`src/rtl/ep_arb_pkg.sv`:
```
// ep_arb_pkg: shared constants for the endpoint TX arbiter.
//   - FSM state encodings for ep_arb (IDLE / GRANT / BUSY)
//   - TRN tx idle values driven to the core when no owner is forwarding
//   - width of the grant-timeout counter
package ep_arb_pkg;

    localparam logic [1:0] ST_IDLE  = 2'd0;
    localparam logic [1:0] ST_GRANT = 2'd1;
    localparam logic [1:0] ST_BUSY  = 2'd2;

    localparam logic [63:0] TD_IDLE   = 64'h0;
    localparam logic [7:0]  TREM_IDLE = 8'hFF;

    // Wide enough for the largest supported grant timeout (255).
    localparam int unsigned CNT_W = 8;

endpackage

```
`src/rtl/ep_arb_rr_pick.sv`:
```
// ep_arb_rr_pick: combinational rotate-priority encoder.
// Returns the first set request bit at or after the pointer, wrapping NREQ-1 -> 0.
// Ports:
//   i_req  in  NREQ  request vector
//   i_ptr  in  IDXW  round-robin pointer (always < NREQ)
//   o_vld  out 1     at least one request set
//   o_idx  out IDXW  index of the winner (0 when o_vld is low)
module ep_arb_rr_pick
    import ep_arb_pkg::*;
#(
    parameter int NREQ = 4,
    parameter int IDXW = 2
) (
    input  logic [NREQ-1:0] i_req,
    input  logic [IDXW-1:0] i_ptr,
    output logic            o_vld,
    output logic [IDXW-1:0] o_idx
);

    logic [NREQ-1:0] w_rot;
    logic [IDXW:0]   w_sum;

    always_comb begin
        // Rotate so that bit 0 of w_rot corresponds to requester i_ptr.
        w_rot = NREQ'({i_req, i_req} >> i_ptr);
        o_vld = |w_rot;
        o_idx = '0;
        w_sum = '0;
        // Scan downward so the set bit closest to the pointer is assigned last and wins.
        for (int k = NREQ - 1; k >= 0; k--) begin
            if (w_rot[k]) begin
                w_sum = {1'b0, i_ptr} + (IDXW + 1)'(k);
                if (w_sum >= (IDXW + 1)'(NREQ)) begin
                    w_sum = w_sum - (IDXW + 1)'(NREQ);
                end
                o_idx = w_sum[IDXW-1:0];
            end
        end
    end

endmodule

```
`src/rtl/ep_arb.sv`:
```
// ep_arb: round-robin arbiter and TX mux sharing the PCIe endpoint TRN tx interface
// between NREQ transmit engines using the req_ep / my_trn / drv_ep handshake.
// Ports:
//   i_clk, i_rst_n        clock, asynchronous active-low reset
//   i_req_ep[NREQ]        per-engine request (level)
//   i_drv_ep[NREQ]        per-engine "driving endpoint" (level)
//   o_my_trn[NREQ]        per-engine grant, one-hot or zero
//   i_req_td/trem_n/tsof_n/teof_n/tsrc_rdy_n   per-engine TRN tx beats
//   o_trn_td/trem_n/tsof_n/teof_n/tsrc_rdy_n   TRN tx beats to the core
//   o_arb_err             sticky: drv_ep seen from a non-granted engine
module ep_arb
    import ep_arb_pkg::*;
#(
    parameter int NREQ   = 4,
    parameter int IDXW   = 2,
    parameter int GNT_TO = 15
) (
    input  logic               i_clk,
    input  logic               i_rst_n,
    input  logic [NREQ-1:0]    i_req_ep,
    input  logic [NREQ-1:0]    i_drv_ep,
    output logic [NREQ-1:0]    o_my_trn,
    input  logic [NREQ*64-1:0] i_req_td,
    input  logic [NREQ*8-1:0]  i_req_trem_n,
    input  logic [NREQ-1:0]    i_req_tsof_n,
    input  logic [NREQ-1:0]    i_req_teof_n,
    input  logic [NREQ-1:0]    i_req_tsrc_rdy_n,
    output logic [63:0]        o_trn_td,
    output logic [7:0]         o_trn_trem_n,
    output logic               o_trn_tsof_n,
    output logic               o_trn_teof_n,
    output logic               o_trn_tsrc_rdy_n,
    output logic               o_arb_err
);

    logic [1:0]       r_state, w_state_nxt;
    logic [IDXW-1:0]  r_gnt_idx, w_gnt_idx_nxt;
    logic [IDXW-1:0]  r_ptr, w_ptr_nxt;
    logic [NREQ-1:0]  r_my_trn, w_my_trn_nxt;
    logic [CNT_W-1:0] r_cnt, w_cnt_nxt;
    logic             r_arb_err;

    logic             w_pick_vld;
    logic [IDXW-1:0]  w_pick_idx;
    logic             w_own_req;
    logic             w_own_drv;
    logic             w_fwd;
    logic             w_intrude;

    ep_arb_rr_pick #(
        .NREQ (NREQ),
        .IDXW (IDXW)
    ) u_rr_pick (
        .i_req (i_req_ep),
        .i_ptr (r_ptr),
        .o_vld (w_pick_vld),
        .o_idx (w_pick_idx)
    );

    assign w_own_req = i_req_ep[r_gnt_idx];
    assign w_own_drv = i_drv_ep[r_gnt_idx];
    // Any engine driving without holding the grant is a protocol violation.
    assign w_intrude = |(i_drv_ep & ~r_my_trn);

    always_comb begin
        w_state_nxt   = r_state;
        w_gnt_idx_nxt = r_gnt_idx;
        w_ptr_nxt     = r_ptr;
        w_my_trn_nxt  = r_my_trn;
        w_cnt_nxt     = r_cnt;
        case (r_state)
            ST_IDLE: begin
                if (w_pick_vld) begin
                    w_my_trn_nxt             = '0;
                    w_my_trn_nxt[w_pick_idx] = 1'b1;
                    w_gnt_idx_nxt            = w_pick_idx;
                    w_ptr_nxt = (w_pick_idx == IDXW'(NREQ - 1)) ? '0 : w_pick_idx + 1'b1;
                    w_cnt_nxt                = '0;
                    w_state_nxt              = ST_GRANT;
                end
            end
            ST_GRANT: begin
                if (w_own_drv) begin
                    w_state_nxt = ST_BUSY;
                end else if (!w_own_req || (r_cnt == CNT_W'(GNT_TO))) begin
                    w_my_trn_nxt = '0;
                    w_state_nxt  = ST_IDLE;
                end else begin
                    w_cnt_nxt = r_cnt + 1'b1;
                end
            end
            ST_BUSY: begin
                // req_ep is irrelevant here; only the owner dropping drv_ep ends the tenure.
                if (!w_own_drv) begin
                    w_my_trn_nxt = '0;
                    w_state_nxt  = ST_IDLE;
                end
            end
            default: begin
                w_my_trn_nxt = '0;
                w_state_nxt  = ST_IDLE;
            end
        endcase
    end

    always_ff @(posedge i_clk or negedge i_rst_n) begin
        if (!i_rst_n) begin
            r_state   <= ST_IDLE;
            r_gnt_idx <= '0;
            r_ptr     <= '0;
            r_my_trn  <= '0;
            r_cnt     <= '0;
            r_arb_err <= 1'b0;
        end else begin
            r_state   <= w_state_nxt;
            r_gnt_idx <= w_gnt_idx_nxt;
            r_ptr     <= w_ptr_nxt;
            r_my_trn  <= w_my_trn_nxt;
            r_cnt     <= w_cnt_nxt;
            if (w_intrude) begin
                r_arb_err <= 1'b1;
            end
        end
    end

    // Forward only while the registered owner is actually driving; a cleared grant
    // (including during reset) forces idle values regardless of the engines' inputs.
    assign w_fwd = r_my_trn[r_gnt_idx] & w_own_drv;

    always_comb begin
        o_trn_td         = TD_IDLE;
        o_trn_trem_n     = TREM_IDLE;
        o_trn_tsof_n     = 1'b1;
        o_trn_teof_n     = 1'b1;
        o_trn_tsrc_rdy_n = 1'b1;
        if (w_fwd) begin
            o_trn_td         = i_req_td[{r_gnt_idx, 6'd0} +: 64];
            o_trn_trem_n     = i_req_trem_n[{r_gnt_idx, 3'd0} +: 8];
            o_trn_tsof_n     = i_req_tsof_n[r_gnt_idx];
            o_trn_teof_n     = i_req_teof_n[r_gnt_idx];
            o_trn_tsrc_rdy_n = i_req_tsrc_rdy_n[r_gnt_idx];
        end
    end

    assign o_my_trn  = r_my_trn;
    assign o_arb_err = r_arb_err;

endmodule

```
`config.mk`:
```
export PLATFORM = sky130hd
export DESIGN_NAME = ep_arb
export DESIGN_NICKNAME = d
export VERILOG_FILES = /design/src/rtl/ep_arb_pkg.sv /design/src/rtl/ep_arb_rr_pick.sv /design/src/rtl/ep_arb.sv
export SDC_FILE = /design/constraint.sdc
export NUM_CORES = 1
export LEC_CHECK = 0
export ABC_AREA = 1
export CORE_AREA = 2 2 150 152
export CTS_CLUSTER_SIZE = 8
export DETAILED_ROUTE_END_ITERATION = 6
export DIE_AREA = 0 0 152 154
export PLACE_DENSITY_LB_ADDON = 0.05
export SLEW_MARGIN = 20
export SYNTH_ARGS = -nofsm -noshare
export SYNTH_HDL_FRONTEND = slang
export SYNTH_SLANG_ARGS = --single-unit
```
`constraint.sdc`:
```
create_clock -name i_clk -period 1.6 [get_ports i_clk]
set_input_delay 0.32 -clock i_clk [delete_from_list [all_inputs] [get_ports i_clk]]
set_output_delay 0.32 -clock i_clk [all_outputs]
set_load 0.02 [all_outputs]
```
==> results.json <==
{
  "status": "finished, violations left",
  "violations": "negative setup slack",
  "ant_nets": 0,
  "setup_slack_ns": -0.702,
  "mostFrequentLayoutCells": "clkdlybuf4s50_1, nor2_1, o21ai_0, buf_4, buf_6",
  "irDropWorstVdd_uv": 737,
  "initial_core_util_pct": 17.7,
  "drtPass1Iterations": 5,
  "startpoint_type": "register",
  "wl_per_cell_um": 18.9,
  "slew_viol_final": 0,
  "antenna_found_initial": 3,
  "drt_iter0_drc": 408,
  "clockBufferDepth": 2,
  "ys_ff_latch": 19,
  "core_um2": 21700,
  "drive_gt1_share_pct": 27.2,
  "die_width_um": 152,
  "worstSkewPairLatency_ns": 0.25,
  "cts_made_buffers": 3,
  "syn-instance-count": 765,
  "syn_area_um2": 3830,
  "grt_max_degree": 46,
  "synthToLayoutAreaGrowth_pct": 162,
  "cts.clk_slew.worst_paths_ns": 0.06,
  "finalCritPeriodShare_pct": 144,
  "seq_power_share_pct": 5.1,
  "grt-ovfl-total": 0,
  "dieArea_um2": 23400,
  "dpl.hpwl_um": 21800,
  "power_switching_share_pct": 52.2,
  "die_h_um": 154,
  "syn_nets": 1080,
  "worstMarginPinSlew_ns": 0.444,
  "pwr-share-clk_pct": 3.3,
  "max_cap_violations": 0,
  "cts_max_level": 1,
  "worstSetupPathType": "register to primary output",
  "cp.required_ns": 1.28,
  "pin_count": 390,
  "cts_tree": "built",
  "cts-root-buf": "clkbuf_16",
  "grt_pass1_vias": 6582,
  "cts_sinks": 19,
  "rows": 54,
  "rsz0062_at_grt": "true",
  "switching_power_mw": 8.47,
  "final_common_cell": "clkdlybuf4s50_1",
  "yosysSeqAreaShare_pct": 12.4,
  "relSlewSlack_pct": 70.1,
  "grt_usage_pct": 22.3,
  "ctsHoldBuffers": 0,
  "leakage_nw": 4.14,
  "period_minus_slack_ns": 2.30,
  "hold_class": "input port to async pin",
  "ys_warn_count": 0,
  "grt_pass1_wl_um": 40900,
  "drc": 0,
  "fin_nets": 1520,
  "end_kind": "primary output",
  "via_count": 6713,
  "p_int_mw": 7.76,
  "hold_viol_final": 0,
  "fin_worst_skew_ns": 0.00653,
  "viasPerCell": 4.51,
  "p_comb_share_pct": 91.7,
  "ys_types": 28,
  "setup-violations-final": 90,
  "syn_avg_cell_area_um2": 5.01,
  "io_buffer_count": 389,
  "critPathMaxFanout": 7,
  "place.gp.congestion": 0.906,
  "r2r_cells": 12,
  "p_per_area_nw_per_um2": 1610,
  "fmax_ghz": 0.434,
  "utilization_pct": 46.4,
  "cp.arrival_ns": 1.98,
  "finalPower_mw": 16.2,
  "wl_um": 28100
}
[repair_timing]
item | in CTS | in global routing
cloned | 6 | 2
endpoints found under the setup margin | 96 | 96
pin swaps | 4 | 17
resized for setup | 436 | 140
setup buffers | 14 | 19
[through the flow]
| step | setup slack [ns] | cell area (um^2) | hold WS, ns | TNS [ns] | std cells |
|---|---|---|---|---|---|
| finish | -0.702 | 10100 | 0.410 | -48.62 | 1487 |
| global route | -0.783 | 10100 | 0.442 | -56.91 | 1487 |
| CTS | -0.757 | 9530 | 0.423 | -50.23 | 1466 |
| detailed placement | -1.01 | 8980 | 0.499 | -76.54 | 1442 |
| global placement | -1.07 | 8980 | 0.489 | -80.70 | 1442 |
| floorplan | -0.173 | 4380 | 0.0244 | -9.95 | 765 |
[flip-flops by register name, indices dropped and copies added (netlist names)]
| register | cells |
|---|---|
| r_cnt | 8 |
| o_my_trn | 4 |
| r_gnt_idx | 2 |
| r_ptr | 2 |
| o_arb_err | 1 |
| r_state | 2 |
[final timing paths]
kind | slack, ns | from | to
max | -0.70 | r_gnt_idx[0] | o_trn_trem_n[4]
min | 0.41 | i_rst_n | r_cnt[1]
max reg2reg | -0.30 | r_gnt_idx[0] | r_cnt[7]
min reg2reg | 0.50 | o_arb_err | o_arb_err
max in group asynchronous | 0.95 | i_rst_n | r_gnt_idx[0]
min in group i_clk | 0.50 | o_arb_err | o_arb_err
[power by group through the flow]
stage	clock (mW)	sequential (mW)	combinational, mW
4_1_cts	0.541	0.799	13.6
6_report	0.529	0.824	14.9
3_3_place_gp	0	0.798	12.0
3_5_place_dp	0	0.802	11.9
5_1_grt	0.570	0.857	16.1
2_1_floorplan	0	0.726	7.06
[cell type report]
type | count | area (um^2)
sequential | 19 | 483
timing repair buffer | 496 | 5170
clock buffer | 4 | 78.8
multi-input combinational | 657 | 3830
tap | 280 | 350
inverter | 28 | 130
fill | 2253 | 11600
antenna | 3 | 7.51
[critical path, stage by stage, from the launching register on]
cell	delay, ns
dfrtp_4	0.54
clkinv_8	0.13
o21ai_2	0.19
o22ai_4	0.11
nand2_8	0.15
buf_12	0.12
inv_8	0.03
buf_12	0.11
buf_12	0.13
o221ai_4	0.05
buf_6	0.15
[cells in the mapped netlist]
| master | instances | area (um^2) |
|---|---|---|
| clkbuf_1 | 21 | 78.8 |
| o22ai_1 | 1 | 6.26 |
| inv_1 | 24 | 90.1 |
| a21oi_1 | 64 | 320 |
| o21ai_1 | 1 | 5.00 |
| xnor2_1 | 1 | 8.76 |
| xor2_1 | 4 | 35.0 |
| a21oi_2 | 1 | 8.76 |
| ha_1 | 5 | 62.6 |
| nor2_1 | 303 | 1140 |
| nand2_4 | 1 | 11.3 |
| o21ai_0 | 158 | 791 |
| a211oi_1 | 1 | 7.51 |
| nand4_1 | 6 | 37.5 |
| inv_2 | 4 | 15.0 |
| nand3_1 | 26 | 130 |
| nand2_2 | 1 | 6.26 |
| buf_4 | 2 | 15.0 |
| nor3_1 | 1 | 5.00 |
| nand2_1 | 67 | 251 |
| buf_2 | 33 | 165 |
| o21ai_2 | 1 | 8.76 |
| nand3_2 | 1 | 10.0 |
| a21oi_4 | 1 | 16.3 |
| buf_1 | 5 | 18.8 |
| buf_6 | 1 | 11.3 |
| o221ai_1 | 12 | 105 |
| dfrtp_1 | 19 | 475 |
[per-layer routing]
| layer | up-vias | share of wire, % | GRT usage [%] |
|---|---|---|---|
| met3 | 30 | 5.8 | 4.37 |
| met1 | 3030 | 41 | 27.8 |
| met2 | 241 | 51 | 39.3 |
| met4 | 0 | 2.3 | 5.47 |
| li1 | 3412 | - | - |
| met5 | - | 0 | 0 |
[cells by family after synthesis]
logic type                 synth area share [%]
AOI/OAI and AO/OA                          33.1
xor gates and xnor gates                   1.14
adders and majority gates                  1.63
buffers and inverters                      10.3
DFF                                        12.4
and+or+nand+nor                            41.4
Note: power is estimated with default switching activity, not from simulation.
==> patch (config.mk and constraints unchanged) <==
Register the output `o_arb_err` once more, cleared by the reset; this adds one clock of latency there. The other outputs are not delayed to match.
--- a/src/rtl/ep_arb.sv
+++ b/src/rtl/ep_arb.sv
@@ -143,7 +143,13 @@
     end
 
     assign o_my_trn  = r_my_trn;
-    assign o_arb_err = r_arb_err;
+    always_ff @(posedge i_clk or negedge i_rst_n) begin
+        if (!i_rst_n) begin
+            o_arb_err <= '0;
+        end else begin
+            o_arb_err <= r_arb_err;
+        end
+    end
 
 endmodule
 
Behaviour: not the same (Yosys sat finds a counterexample within 4 cycles, from zero or initial values and one cycle with i_rst_n low).
==> patch against the original RTL <==
The run still ends with negative setup slack left; final area shrank 2.8%; sequential cell count is 1 higher; via count down 1.5%; register-to-register slack better by 0.09 ns; sequential power grew 6.2%; synthesized cell count shrank 0.92%; power shrank 3.8%; synthesized area grew 9.0%; routed wire length shrank 0.99%; worst setup slack improved by 0.037 ns; global-route usage decreased by 0.77 points; critical endpoint is now o_trn_td[29].
==> patch: results (changes against the original RTL) <==
INFO  metric placement.setup.worst_slack = -0.915 ns (was -1.01 ns)
INFO  metric groute.layer.met3.usage = 0.0434 (was 0.0437)
INFO  metric synth_adder_area_share = 0.0150 (was 0.0163)
INFO  metric status = finished, violations left (unchanged)
INFO  metric final-clk-cell-share = 0.00807 (was 0.00784)
INFO  metric drt_iter0_markers = 388 (was 408)
INFO  metric worstPathArrival = 1.94 ns (was 1.98 ns)
INFO  metric drt-met1-wl = 11400 microns (was 11600 microns)
INFO  metric drt-wirelength-per-cell = 19.1 microns (was 18.9 microns)
INFO  metric slowest_delay = 0.57 ns (was 0.54 ns)
INFO  metric top_layer_used = met5 (was met4)
INFO  metric n_antenna_cell = 4 (was 3)
INFO  metric netlist_top_cells_count = sky130_fd_sc_hd__nor2_1 (297), sky130_fd_sc_hd__o21ai_0 (148), sky130_fd_sc_hd__a21oi_2 (60), sky130_fd_sc_hd__nand2_1 (58), sky130_fd_sc_hd__nand3_1 (28) (was sky130_fd_sc_hd__nor2_1 (303), sky130_fd_sc_hd__o21ai_0 (158), sky130_fd_sc_hd__nand2_1 (67), sky130_fd_sc_hd__a21oi_1 (64), sky130_fd_sc_hd__buf_2 (33))
INFO  metric total_nets_final = 1488 (was 1520)
INFO  metric critical_path.top_delay_family = flip-flops (was buffers and inverters)
INFO  metric grt_pass1_vias = 6382 (was 6582)
INFO  metric synth_seq_cells = 20 (was 19)
INFO  metric synth_compound_gate_area_share = 0.351 (was 0.331)
INFO  metric signal_buffers = 471 (was 496)
INFO  metric failed_checks = negative setup slack (unchanged)
INFO  metric leakagePower = 4.02 nW (was 4.14 nW)
INFO  metric finClkSkew = 0.00310 ns (was 0.00653 ns)
INFO  metric place_hpwl = 20400 microns (was 21800 microns)
INFO  metric postLayoutSetupSlackWorst = -0.665 ns (was -0.702 ns)
INFO  metric route.met2.wl = 14100 microns (was 14300 microns)
INFO  metric ys_seq_area_frac = 0.120 (was 0.124)
INFO  metric synth.distinct_cells = 30 (was 28)
INFO  metric final_layout_size_suffix_gt1_frac = 0.260 (was 0.272)
INFO  metric layout.nonclk_buf_frac = 0.508 (was 0.514)
INFO  metric viasPerCell = 4.54 (was 4.51)
INFO  metric grt_use_met2 = 0.383 (was 0.393)
INFO  metric grtUsageMet1 = 0.260 (was 0.278)
INFO  metric synth_xor_area_frac = 0.0126 (was 0.0114)
INFO  metric multiInputCombCellCount = 649 (was 657)
INFO  metric antenna_found_initial = 5 (was 3)
INFO  metric overall_global_routing_resource_usage = 0.215 (was 0.223)
INFO  metric gp_routability_congestion = 0.864 (was 0.906)
INFO  metric detailroute.wirelength.met3 = 1640 microns (was 1630 microns)
INFO  metric finalSetupViolations = 92 (was 90)
INFO  metric dr.pass1.iters = 4 (was 5)
INFO  metric cp_max_fanout = 8 (was 7)
## patch: cell count changes after synthesis, sizes merged
cell and delta:
nand2 -5, dfrtp +1, inv -1, a21oi -2
nand3 +4, o21ai -1, xor2 +1, a21boi +1
nand4 -1, nor2 -4
## patch: where the power goes
part           total (mW)  switching, mW  internal [mW]  leakage (nW)
Sequential          0.875          0.222          0.653         0.251
Clock               0.521          0.182          0.339        0.0382
Combinational        14.2           7.89           6.33          3.73
Total                15.6           8.29           7.32          4.02
## patch: what timing repair did
item / CTS / global route
endpoints found under the setup margin: 96 / 96
gates resized for setup: 316 / 202
gates cloned: 5 / 5
pin swaps: 2 / 27
endpoints found under the hold margin: 0 / 0
buffers inserted: 3 / 18
hold buffers: 0 / 0
## patch: worst paths after layout
check	from	endpoint	slack [ns]
max	r_gnt_idx[0]$_DFFE_PN0P_	o_trn_td[29]	-0.66
min	i_rst_n	r_arb_err$_DFFE_PN0P_	0.41
max reg2reg	r_ptr[0]$_DFFE_PN0P_	o_my_trn[2]$_DFFE_PN0P_	-0.21
min reg2reg	r_arb_err$_DFFE_PN0P_	o_arb_err$_DFF_PN0_	0.46
max in group asynchronous	i_rst_n	r_gnt_idx[0]$_DFFE_PN0P_	0.94
min in group i_clk	r_arb_err$_DFFE_PN0P_	o_arb_err$_DFF_PN0_	0.46
## patch: metrics by stage
step | TNS, ns | area (sq um) | instances | power, mW
CTS | -49.37 | 9020 | 1431 | 13.5
floorplan | -8.59 | 4370 | 758 | 7.76
finish | -47.82 | 9770 | 1456 | 15.6
global route | -55.93 | 9770 | 1455 | 16.8
detailed placement | -69.25 | 8790 | 1419 | 12.3
global placement | -68.26 | 8790 | 1419 | 12.4
